**config.mk**
```make
export PLATFORM = sky130hd
export DESIGN_NAME = display_scan_flat
export DESIGN_NICKNAME = d
export VERILOG_FILES = /design/src/rtl/display_scan_if.sv /design/src/rtl/display_scan.sv /design/src/flat_wrapper.sv
export SDC_FILE = /design/constraint.sdc
export NUM_CORES = 1
export LEC_CHECK = 0
export CORE_MARGIN = 1
export CORE_UTILIZATION = 55
export DETAILED_ROUTE_END_ITERATION = 12
export HOLD_SLACK_MARGIN = 0.03
export PLACE_DENSITY = 0.87
export REMOVE_ABC_BUFFERS = 1
export SYNTH_ARGS = -nofsm -noshare
export SYNTH_HDL_FRONTEND = slang
export SYNTH_SLANG_ARGS = --single-unit
```
**constraint.sdc**
```tcl
create_clock -name clk -period 2.6 [get_ports clk]
set_clock_uncertainty 0.05 [all_clocks]
set_input_delay 0.39 -clock clk [delete_from_list [all_inputs] [get_ports clk]]
set_output_delay 0.39 -clock clk [all_outputs]
set_load 0.02 [all_outputs]
```
**src/rtl/display_scan_if.sv**
```systemverilog
// Host-side bundle for the display scan controller: value updates in,
// decoder/digit drive and frame status out.
interface display_scan_if #(
    parameter int NUM_DIGITS = 4
);
    logic [4*NUM_DIGITS-1:0] value;
    logic                    load;
    logic                    enable;
    logic                    blank_lz;
    logic [3:0]              digit_num;
    logic [NUM_DIGITS-1:0]   digit_en;
    logic                    blank;
    logic                    pending;
    logic                    frame;

    modport master (
        output value, load, enable, blank_lz,
        input  digit_num, digit_en, blank, pending, frame
    );

    modport slave (
        input  value, load, enable, blank_lz,
        output digit_num, digit_en, blank, pending, frame
    );
endinterface

```
**src/rtl/display_scan.sv**
```systemverilog
// Multiplexed seven-segment scan controller with frame-aligned value
// updates, leading-zero blanking and an inter-digit guard interval.
module display_scan #(
    parameter int NUM_DIGITS = 4,
    parameter int DWELL      = 50000,
    parameter int GUARD      = 2
) (
    input  logic          clk,
    input  logic          reset_n,
    display_scan_if.slave bus
);
    localparam int IW = (NUM_DIGITS > 1) ? $clog2(NUM_DIGITS) : 1;
    localparam int CW = $clog2(DWELL);
    localparam int NS = 2 ** IW;
    localparam int DW = 4 * NUM_DIGITS;

    localparam logic [CW-1:0] CNT_MAX = CW'(DWELL - 1);
    localparam logic [CW-1:0] CNT_GRD = CW'(GUARD);
    localparam logic [IW-1:0] IDX_MAX = IW'(NUM_DIGITS - 1);

    logic [CW-1:0] cnt;
    logic [IW-1:0] idx;
    logic [DW-1:0] disp_reg;
    logic [DW-1:0] pend_reg;
    logic          pend_flag;
    logic          en_q;

    logic          slot_end;
    logic          boundary;
    logic [NS-1:0] zero_from;
    logic          lz;
    logic          on;

    assign slot_end = (cnt == CNT_MAX);
    assign boundary = en_q && slot_end && (idx == IDX_MAX);

    always_ff @(posedge clk or negedge reset_n) begin
        if (!reset_n) begin
            cnt       <= '0;
            idx       <= '0;
            disp_reg  <= '0;
            pend_reg  <= '0;
            pend_flag <= 1'b0;
            en_q      <= 1'b0;
        end else begin
            en_q <= bus.enable;
            if (en_q) begin
                if (slot_end) begin
                    cnt <= '0;
                    idx <= (idx == IDX_MAX) ? '0 : idx + IW'(1);
                end else begin
                    cnt <= cnt + CW'(1);
                end
            end
            // A load landing on the boundary bypasses the pending stage.
            if (bus.load && boundary) begin
                disp_reg  <= bus.value;
                pend_reg  <= bus.value;
                pend_flag <= 1'b0;
            end else begin
                if (boundary && pend_flag) begin
                    disp_reg  <= pend_reg;
                    pend_flag <= 1'b0;
                end
                if (bus.load) begin
                    pend_reg  <= bus.value;
                    pend_flag <= 1'b1;
                end
            end
        end
    end

    always_comb begin
        zero_from = '0;
        for (int i = 0; i < NUM_DIGITS; i++) begin
            zero_from[i] = ((disp_reg >> (4 * i)) == '0);
        end
    end

    assign lz = bus.blank_lz && (idx != '0) && zero_from[idx];
    assign on = en_q && (cnt >= CNT_GRD) && !lz;

    assign bus.digit_num = disp_reg[4*idx +: 4];
    assign bus.digit_en  = on ? (NUM_DIGITS'(1) << idx) : '0;
    assign bus.blank     = !on;
    assign bus.pending   = pend_flag;
    assign bus.frame     = boundary;
endmodule

```
**src/flat_wrapper.sv**
```systemverilog
// flat-port wrapper written by rule: the top's interface ports become plain ports
module display_scan_flat 
#(
    parameter int NUM_DIGITS = 4,
    parameter int DWELL      = 50000,
    parameter int GUARD      = 2
)
  (clk, reset_n, bus_value, bus_load, bus_enable, bus_blank_lz, bus_digit_num, bus_digit_en, bus_blank, bus_pending, bus_frame);
  display_scan_if #(.NUM_DIGITS(NUM_DIGITS)) bus_i ();
  input  logic clk;
  input  logic reset_n;
  input wire logic [$bits(bus_i.value)-1:0] bus_value;
  input wire logic [$bits(bus_i.load)-1:0] bus_load;
  input wire logic [$bits(bus_i.enable)-1:0] bus_enable;
  input wire logic [$bits(bus_i.blank_lz)-1:0] bus_blank_lz;
  output wire logic [$bits(bus_i.digit_num)-1:0] bus_digit_num;
  output wire logic [$bits(bus_i.digit_en)-1:0] bus_digit_en;
  output wire logic [$bits(bus_i.blank)-1:0] bus_blank;
  output wire logic [$bits(bus_i.pending)-1:0] bus_pending;
  output wire logic [$bits(bus_i.frame)-1:0] bus_frame;
  assign bus_i.value = bus_value;
  assign bus_i.load = bus_load;
  assign bus_i.enable = bus_enable;
  assign bus_i.blank_lz = bus_blank_lz;
  assign bus_digit_num = bus_i.digit_num;
  assign bus_digit_en = bus_i.digit_en;
  assign bus_blank = bus_i.blank;
  assign bus_pending = bus_i.pending;
  assign bus_frame = bus_i.frame;
  display_scan #(.NUM_DIGITS(NUM_DIGITS), .DWELL(DWELL), .GUARD(GUARD)) u_core (.clk(clk), .reset_n(reset_n), .bus(bus_i));
endmodule
```
==> results of run 1 <==
## critical path: stages (launching register included)
cell and delay, ns:
dfrtp_1 0.35, inv_1 0.06, ha_1 0.19, nor4_1 0.27, nand4_1 0.14, o41ai_2 0.21
buf_4 0.18, nor3_1 0.05, dlygate4sd2_1 0.32
## cells in the final DEF (no fill, tap or decap), drive strengths merged, types with 9 or more instances in the layout
| master | n |
|---|---|
| dfrtp | 52 |
| nand4 | 9 |
| a2bb2oi | 11 |
| mux2 | 22 |
| clkdlybuf4s50 | 24 |
| nor2 | 26 |
| o21ai | 15 |
| buf | 19 |
| nand2 | 20 |
## cell type report
class	instances	area, µm²	area share (%)
flip-flops and latches	52	1300	41.5
clock inverters	2	12.5	0.399
inverters	8	30.0	0.957
well taps	52	65.1	2.07
clock buffers	5	68.8	2.19
repair buffers	49	445	14.2
multi-input cells	159	1210	38.7
## what timing repair did
action / CTS / global route
setup buffers: 0 / 0
endpoints found under the setup margin: 6 / 3
hold buffers: 0 / 0
resized for setup: 10 / 4
## cell families (layout without fill, tap and decap cells)
logic type,Yosys count,after routing,synth area share [%]
and+or+nand+nor,82,82,17.4
DFF,52,52,50.6
AOI/OAI and AO/OA,33,33,8.56
muxes,27,27,13.5
buffers and inverters,20,64,3.35
xor gates and xnor gates,11,11,3.74
adders and majority gates,6,6,2.92
## worst max path at each step
stage | cells after the start | from | slack [ns] | endpoint
floorplan | 3 | u_core.cnt[1] | 0.04 | bus_frame
global placement | 8 | u_core.cnt[0] | 0.07 | bus_blank
detailed placement | 8 | u_core.cnt[0] | 0.03 | bus_blank
CTS | 8 | u_core.cnt[0] | 0.02 | bus_blank
global route | 8 | u_core.cnt[0] | 0.002 | bus_digit_en[3]
finish | 8 | u_core.cnt[0] | 0.07 | bus_digit_en[3]
## power groups by stage
stage	clock network [mW]	registers (mW)	logic, mW
finish	0.446	0.947	0.363
global route	0.484	0.956	0.399
CTS	0.457	0.947	0.368
detailed placement	0	0.961	0.367
global placement	0	0.957	0.355
floorplan	0	0.975	0.172
## metal layers
layer | vias to the layer above | part of all wire [%]
li1 | 907 | -
met1 | 987 | 41
met2 | 50 | 52
met3 | 14 | 5.1
met4 | 0 | 2.0
met5 | - | 0
## metrics by stage
| stage | cells | util (%) |
|---|---|---|
| floorplan | 219 | - |
| global placement | 320 | 68.8 |
| detailed placement | 320 | 68.8 |
| CTS | 327 | 71.0 |
| global route | 327 | 71.1 |
| finish | 327 | 71.1 |
==> impl_metrics.ini, run 1 <==
[sta]
timing.hold.ws_ns = 0.133
rsz0062_at_grt = false
worst_pin_slew_ns = 0.664
min_period_ns = 2.53
fmax_mhz = 396
setup_viol = 0
hold_viol_final = 0
fin_crit_sh_pct = 97.2
tns_ns = 0
slew_headroom_pct = 55.7
fin_ws_ns = 0.0737
slew_violations = 0

[finish]
nFillCells = 323
area_delta_synth_final_pct = 22.0
design_area_um2 = 3140
final_nets = 302
num_antenna_cells = 0
drive_above_1_share_pct = 24.0

[setup_path]
crit_type = register to output pin
r2r_setup_slack_ns = 0.48
cp_max_fo = 5
reg2reg_depth = 6
arrival_ns = 2.09
r2r_end = u_core.disp_reg[1]
start_kind = register
cp-end-kind = output pin
required_ns = 2.16
rr_startpoint = u_core.cnt[11]

[power_and_ir_drop]
power_frac_seq_pct = 53.9
p_switching_mw = 0.508
powerDensity_nw_per_um2 = 560
ir_worst_vdd_mv = 0.343
total_power_mw = 1.76
power_frac_comb_pct = 20.7
sw_frac_of_total_pct = 28.9
p_leak_nw = 1.37
p_int_mw = 1.25
clock_power_share_pct = 25.4

[synthesis]
ys_warn_count = 0
synthFlopType = dfrtp_1
yosysMostFrequentCell = dfrtp_1
ys_ff_latch = 52
post_synth_inst_count = 231
synth_edf_count = 0
synth_common_cells = dfrtp_1, nor2_1, mux2_2
async_flop_share_pct = 100
synth_area_um2 = 2570
ys_seq_area_share_pct = 50.6
yosys-top-cells-area = dfrtp_1, mux2_2, nor2_1
yosysTopAreaCell = dfrtp_1
synth_cell_types = 37
syn_area_per_cell_um2 = 11.1
synth_top_area_share_pct = 50.6

[clock_tree]
cts-root-buf = clkbuf_8
clockBufferDepth = 2
cts_sinks = 52
cts_buffers = 5
clock_latency_ns = 0.31
clk_pin_slew_ns = 0.09
cts_tree = done
htree_levels = 2

[placed_design]
post-dp-hpwl_um = 3840
dpl_cell_area_um2 = 3040
pre_cts_slack_ns = 0.0327
port_buffers = 31
place.gp.congestion = 0.844

[die]
ios = 32
core_area_um2 = 4410
die_w_um = 70.4
die_h_um = 70.4
rows = 24
start_util_pct = 58.3
dieArea_um2 = 4960

[routing]
wl_per_cell_um = 17.0
route.vias.total = 1958
wirelength_um = 5570
drtIter0Drc = 108
ant_nets = 0
routed_via_density = 5.99
drt_first_pass_iters = 6
remaining_drc_errors = 0

[flow_run]
cap_violations = 0

[global_route]
grtUsageMet2_pct = 40.8
grtUsageMet3_pct = 5.92
grt_pass1_vias = 2018
grt_max_degree = 53
grt_use_met1_pct = 29.4
grt_busiest_layer = met2
antenna_found_initial = 0
grt_pass1_wl_um = 9250
grt_use_total_pct = 24.1
grt_overflow = 0

[outcome]
outcome = finished clean

[worst_hold_path]
worstHoldPathType = primary input to asynchronous set/reset pin
(Power assumes the default switching activity.)
==> run 2, diff against run 1 <==
- CELL_PAD_IN_SITES_DETAIL_PLACEMENT: not set -> 0
- CELL_PAD_IN_SITES_GLOBAL_PLACEMENT: not set -> 2
- CORE_UTILIZATION: 55 -> 36
- GPL_ROUTABILITY_DRIVEN: not set -> 0
- PLACE_DENSITY: 0.87 -> 0.86
- clock period: 2.6 -> 2.5 ns (I/O delays scaled with it)
==> run 2 against run 1 <==
Effect of this change:
- power rose by 18%
- sequential share of layout area fell by 2.6 points
- die area rose by 51%
- critical endpoint is now bus_digit_en[2]
- largest cell class unchanged
==> impl_metrics.ini, run 2 (synthesis gave the netlist of run 1 again) <==
[outcome]
outcome = finished clean

[die]
die_w_um = 86.6
dieArea_um2 = 7490
rows = 30
ios = 32
core_area_um2 = 6830
die_h_um = 86.6
start_util_pct = 37.7

[clock_tree]
clk_pin_slew_ns = 0.09
cts-root-buf = clkbuf_8
clockBufferDepth = 2
htree_levels = 2
cts_buffers = 5
cts_sinks = 52
cts_tree = done
clock_latency_ns = 0.30

[power_and_ir_drop]
ir_worst_vdd_mv = 0.441
total_power_mw = 2.08
power_frac_seq_pct = 47.4
power_frac_comb_pct = 20.8
sw_frac_of_total_pct = 25.7
p_leak_nw = 1.43
powerDensity_nw_per_um2 = 622
p_int_mw = 1.55
clock_power_share_pct = 31.8
p_switching_mw = 0.534

[setup_path]
r2r_end = u_core.disp_reg[11]
crit_chain = inv_2, ha_4, nor4_4, nand4_1, o41ai_2, buf_4, buf_6, nor3b_1, buf_2
reg2reg_depth = 7
cp-end-kind = output pin
required_ns = 2.08
start_kind = register
critical_path.top_delay_family = buffers and inverters
critPathBufInv = 4
crit_type = register to output pin
r2r_setup_slack_ns = 0.37
startpoint = u_core.cnt[0]
critPathMaxStageDelay_ns = 0.38
rr_startpoint = u_core.cnt[1]
arrival_ns = 1.93
cp_max_fo = 3
crit_slowest_cell = dfrtp_1

[sta]
rsz0062_at_grt = false
tns_ns = 0
fin_ws_ns = 0.148
slew_headroom_pct = 65.1
fin_crit_sh_pct = 94.1
slew_violations = 0
timing.hold.ws_ns = 0.455
hold_viol_final = 0
fmax_mhz = 425
min_period_ns = 2.35
worst_pin_slew_ns = 0.524
setup_viol = 0

[routing]
routed_via_density = 4.99
drtIter0Drc = 33
drt_first_pass_iters = 4
route.vias.total = 1916
remaining_drc_errors = 0
wl_per_cell_um = 14.4
ant_nets = 0
wirelength_um = 5550

[finish]
drive_above_1_share_pct = 28.1
most-common-layout-cells = dfrtp_1, buf_4, nor2_1, clkdlybuf4s50_1, mux2_2
stdcell_count = 384
design_area_um2 = 3340
num_antenna_cells = 0
final_common_cell = dfrtp_1
final_nets = 315
final_util_pct = 48.9
area_delta_synth_final_pct = 29.8

[global_route]
grt_max_degree = 32
grt_pass1_wl_um = 9660
grt_overflow = 0
antenna_found_initial = 0
grt_use_total_pct = 16.8
grt_pass1_vias = 2009

[placed_design]
dpl_cell_area_um2 = 3170
dp.cells = 375
pre_cts_slack_ns = -0.153
port_buffers = 31
post-dp-hpwl_um = 4120

[worst_hold_path]
hp-start = u_core.pend_reg[10]
timing.hold.worst_endpoint = u_core.pend_reg[10]
worstHoldPathCells = 1
worstHoldPathType = register to register

[flow_run]
cap_violations = 0
## run 2: cell count changes in the layout (fill, tap and decap cells not counted), sizes merged
cell,previous run,this run
dlymetal6s2s,1,0
dlygate4sd3,0,1
bufinv,0,2
clkinvlp,1,0
dlygate4sd2,4,1
clkbuf,6,5
buf,19,36
clkinv,1,0
## run 2: layer usage
metal  part of all wire (%)  global-route usage [%]  routed length, µm  vias to the layer above
met4                    1.4                    5.30                 78                        0
met2                     47                    27.6               2630                       44
met5                      0                       0                  0                        -
met3                    4.6                    3.43                256                        7
li1                       -                       -                  -                      940
met1                     47                    22.3               2590                      925
## run 2: worst register-to-register path, cell delays in order (launching register included)
cell       delay (ns)
dfrtp_1          0.41
buf_4            0.16
ha_1             0.18
nand4_1          0.15
buf_4            0.22
nor4_4           0.45
buf_4            0.27
a2bb2oi_1        0.18
## run 2: area by class of cell
class | count | area [µm²]
Clock inverter | 2 | 60.1
Timing Repair Buffer | 62 | 536
Inverter | 8 | 30.0
Fill cell | 666 | 3490
Clock buffer | 5 | 68.8
Sequential cell | 52 | 1300
Tap cell | 96 | 120
Multi-Input combinational cell | 159 | 1230
## run 2: worst max-delay path by stage
stage	end	slack, ns	cells past startpoint
floorplan	bus_frame	-0.04	3
global placement	bus_blank	-0.03	8
global route	bus_digit_en[2]	0.005	9
CTS	bus_digit_en[2]	-0.02	9
detailed placement	bus_blank	-0.15	8
finish	bus_digit_en[2]	0.15	9
## run 2: repair_timing
action	4_1_cts	5_1_grt
pin swaps	4	2
resized for setup	32	2
hold buffers	1	0
setup buffers	1	0
hold endpoints to repair	21	0
endpoints found under the setup margin	6	5
cloned	0	0
## run 2: power by group through the flow
stage / clock network [mW] / registers (mW) / logic, mW
6_report: 0.662 / 0.985 / 0.433
4_1_cts: 0.687 / 0.980 / 0.430
3_3_place_gp: 0 / 0.990 / 0.406
5_1_grt: 0.714 / 0.996 / 0.484
3_5_place_dp: 0 / 0.990 / 0.413
2_1_floorplan: 0 / 1.01 / 0.179
==> run 3, diff against run 2 <==
- CAP_MARGIN: not set -> 10
==> results of run 3 <==
Final layout, timing and power as in run 2 (identical DEF).
==> patch (config.mk and constraints of run 2) <==
`NUM_DIGITS` is set to 4 in 3 places; all go to 2.
--- a/src/rtl/display_scan_if.sv
+++ b/src/rtl/display_scan_if.sv
@@ -3,3 +3,3 @@
 interface display_scan_if #(
-    parameter int NUM_DIGITS = 4
+    parameter int NUM_DIGITS = 2
 );
--- a/src/rtl/display_scan.sv
+++ b/src/rtl/display_scan.sv
@@ -3,3 +3,3 @@
 module display_scan #(
-    parameter int NUM_DIGITS = 4,
+    parameter int NUM_DIGITS = 2,
     parameter int DWELL      = 50000,
--- a/src/flat_wrapper.sv
+++ b/src/flat_wrapper.sv
@@ -3,3 +3,3 @@
 #(
-    parameter int NUM_DIGITS = 4,
+    parameter int NUM_DIGITS = 2,
     parameter int DWELL      = 50000,
Interface: changed (resized bus_digit_en and bus_value); port bits go from 32 to 22. The function was not compared with the original's and may differ.
==> patch against run 2 <==
Final area is 33% lower. Setup slack worse by 84 ps. Synthesized area is 32% lower. Power is 36% lower. Non-clock buffer count is 25 lower. Clock power is 41% lower. Sequential cell count is 17 lower. Wire length is 29% lower. Critical endpoint is now bus_digit_en[1]. Largest cell class unchanged. Highest routed layer unchanged.
==> patch: results (changes against run 2) <==
* Worst-Skew Late Latency at 280 ps (-20 ps)
* Final net count at 220 (-30%)
* Synth top cells by count: dfrtp_1, nor2_1, nand2_1
* Iteration-0 DRC Markers at 71 (+120%)
* Outcome: complete, no violations
* Setup WS pre-CTS at -424 ps (-271 ps)
* Vias in the first global route at 1414 (-30%)
* Lkg Pwr at 0.992 nW (-31%)
* Setup crit end: bus_digit_en[1]
* FF-to-FF setup slack at 320 ps (-50 ps)
* Setup ws final at 63.9 ps (-83.9 ps)
* Final WL at 3920 um (-29%)
* Seq group at 0.000678 W (-31%)
* Synth cell types at 34 (-8.1%)
* Post-synth top area share at 0.500 (-0.00559)
* Switch share at 0.285 (+0.0279)
* Crit path launch: u_core.cnt[13]
* WP data arrival at 2010 ps (+80 ps)
* Worst hold slack at 449 ps (-6.04 ps)
* Post-synthesis sequential area ratio at 0.500 (-0.00559)
* Total track usage at 0.173 (+0.00499)
* Pwr Density at 599 mW/mm^2 (-3.8%)
* Largest net degree at the start of global routing at 36 (+13%)
* Min-delay worst type: in -> async
* Vias per inst at 5.21 (+4.4%)
patch: changes by cell type after synthesis, moves of 5 or more:
cell,run 2,this run
dfrtp_1,52,35
o21ai_0,15,7
o22ai_1,1,6
mux2_2,22,12
nand2_1,20,15
nor4_1,6,1
a2bb2oi_1,11,3
nor2_1,26,19
patch: layout make-up:
cell class                 instances  area (sq um)
multi-input combinational        121           866
fill                             441          2470
inverter                           5          18.8
clock buffer                       7          76.3
sequential                        35           876
tap                               54          67.6
clock inverter                     1          5.00
timing repair buffer              37           317
patch: cell families (layout without fill, tap and decap cells):
family                   count (synthesis)  in the layout  synth area share
adder cells (fa/ha/maj)                  2              2            0.0143
AND/OR/NAND/NOR                         69             69             0.226
XOR/XNOR                                13             13            0.0650
flip-flops                              35             35             0.500
multiplexers                            14             14            0.0914
AO/OA/AOI/OAI                           23             23            0.0814
buffers and inverters                   10             50            0.0221
patch: layer usage:
layer  GRT usage  wire length (um)  vias to the layer above
met5           0                 0                        -
met4      0.0632                49                        0
met3      0.0577               162                        6
met2       0.290              1960                       22
met1       0.207              1750                      665
li1            -                 -                      661
patch: per-stage QoR:
stage               instance area [sq um]   util  cells
global placement                     2120  0.452    251
global route                         2230  0.474    260
finish                               2230  0.474    260
CTS                                  2200  0.470    259
floorplan                            1730      -    161
detailed placement                   2120  0.452    251
patch: repair_timing:
item / CTS / global route
pin swaps: 0 / 3
setup buffers: 0 / 1
hold buffers: 0 / 0
gates resized for setup: 16 / 5
endpoints found under the setup margin: 4 / 4
patch: worst max-delay path, cell delays in order (launching register included):
cell and delay [ps]:
dfrtp_1 380, or4_4 580, nor2_2 110, nand4_1 190, o311ai_4 120, buf_4 160
nor2_1 30, buf_2 160
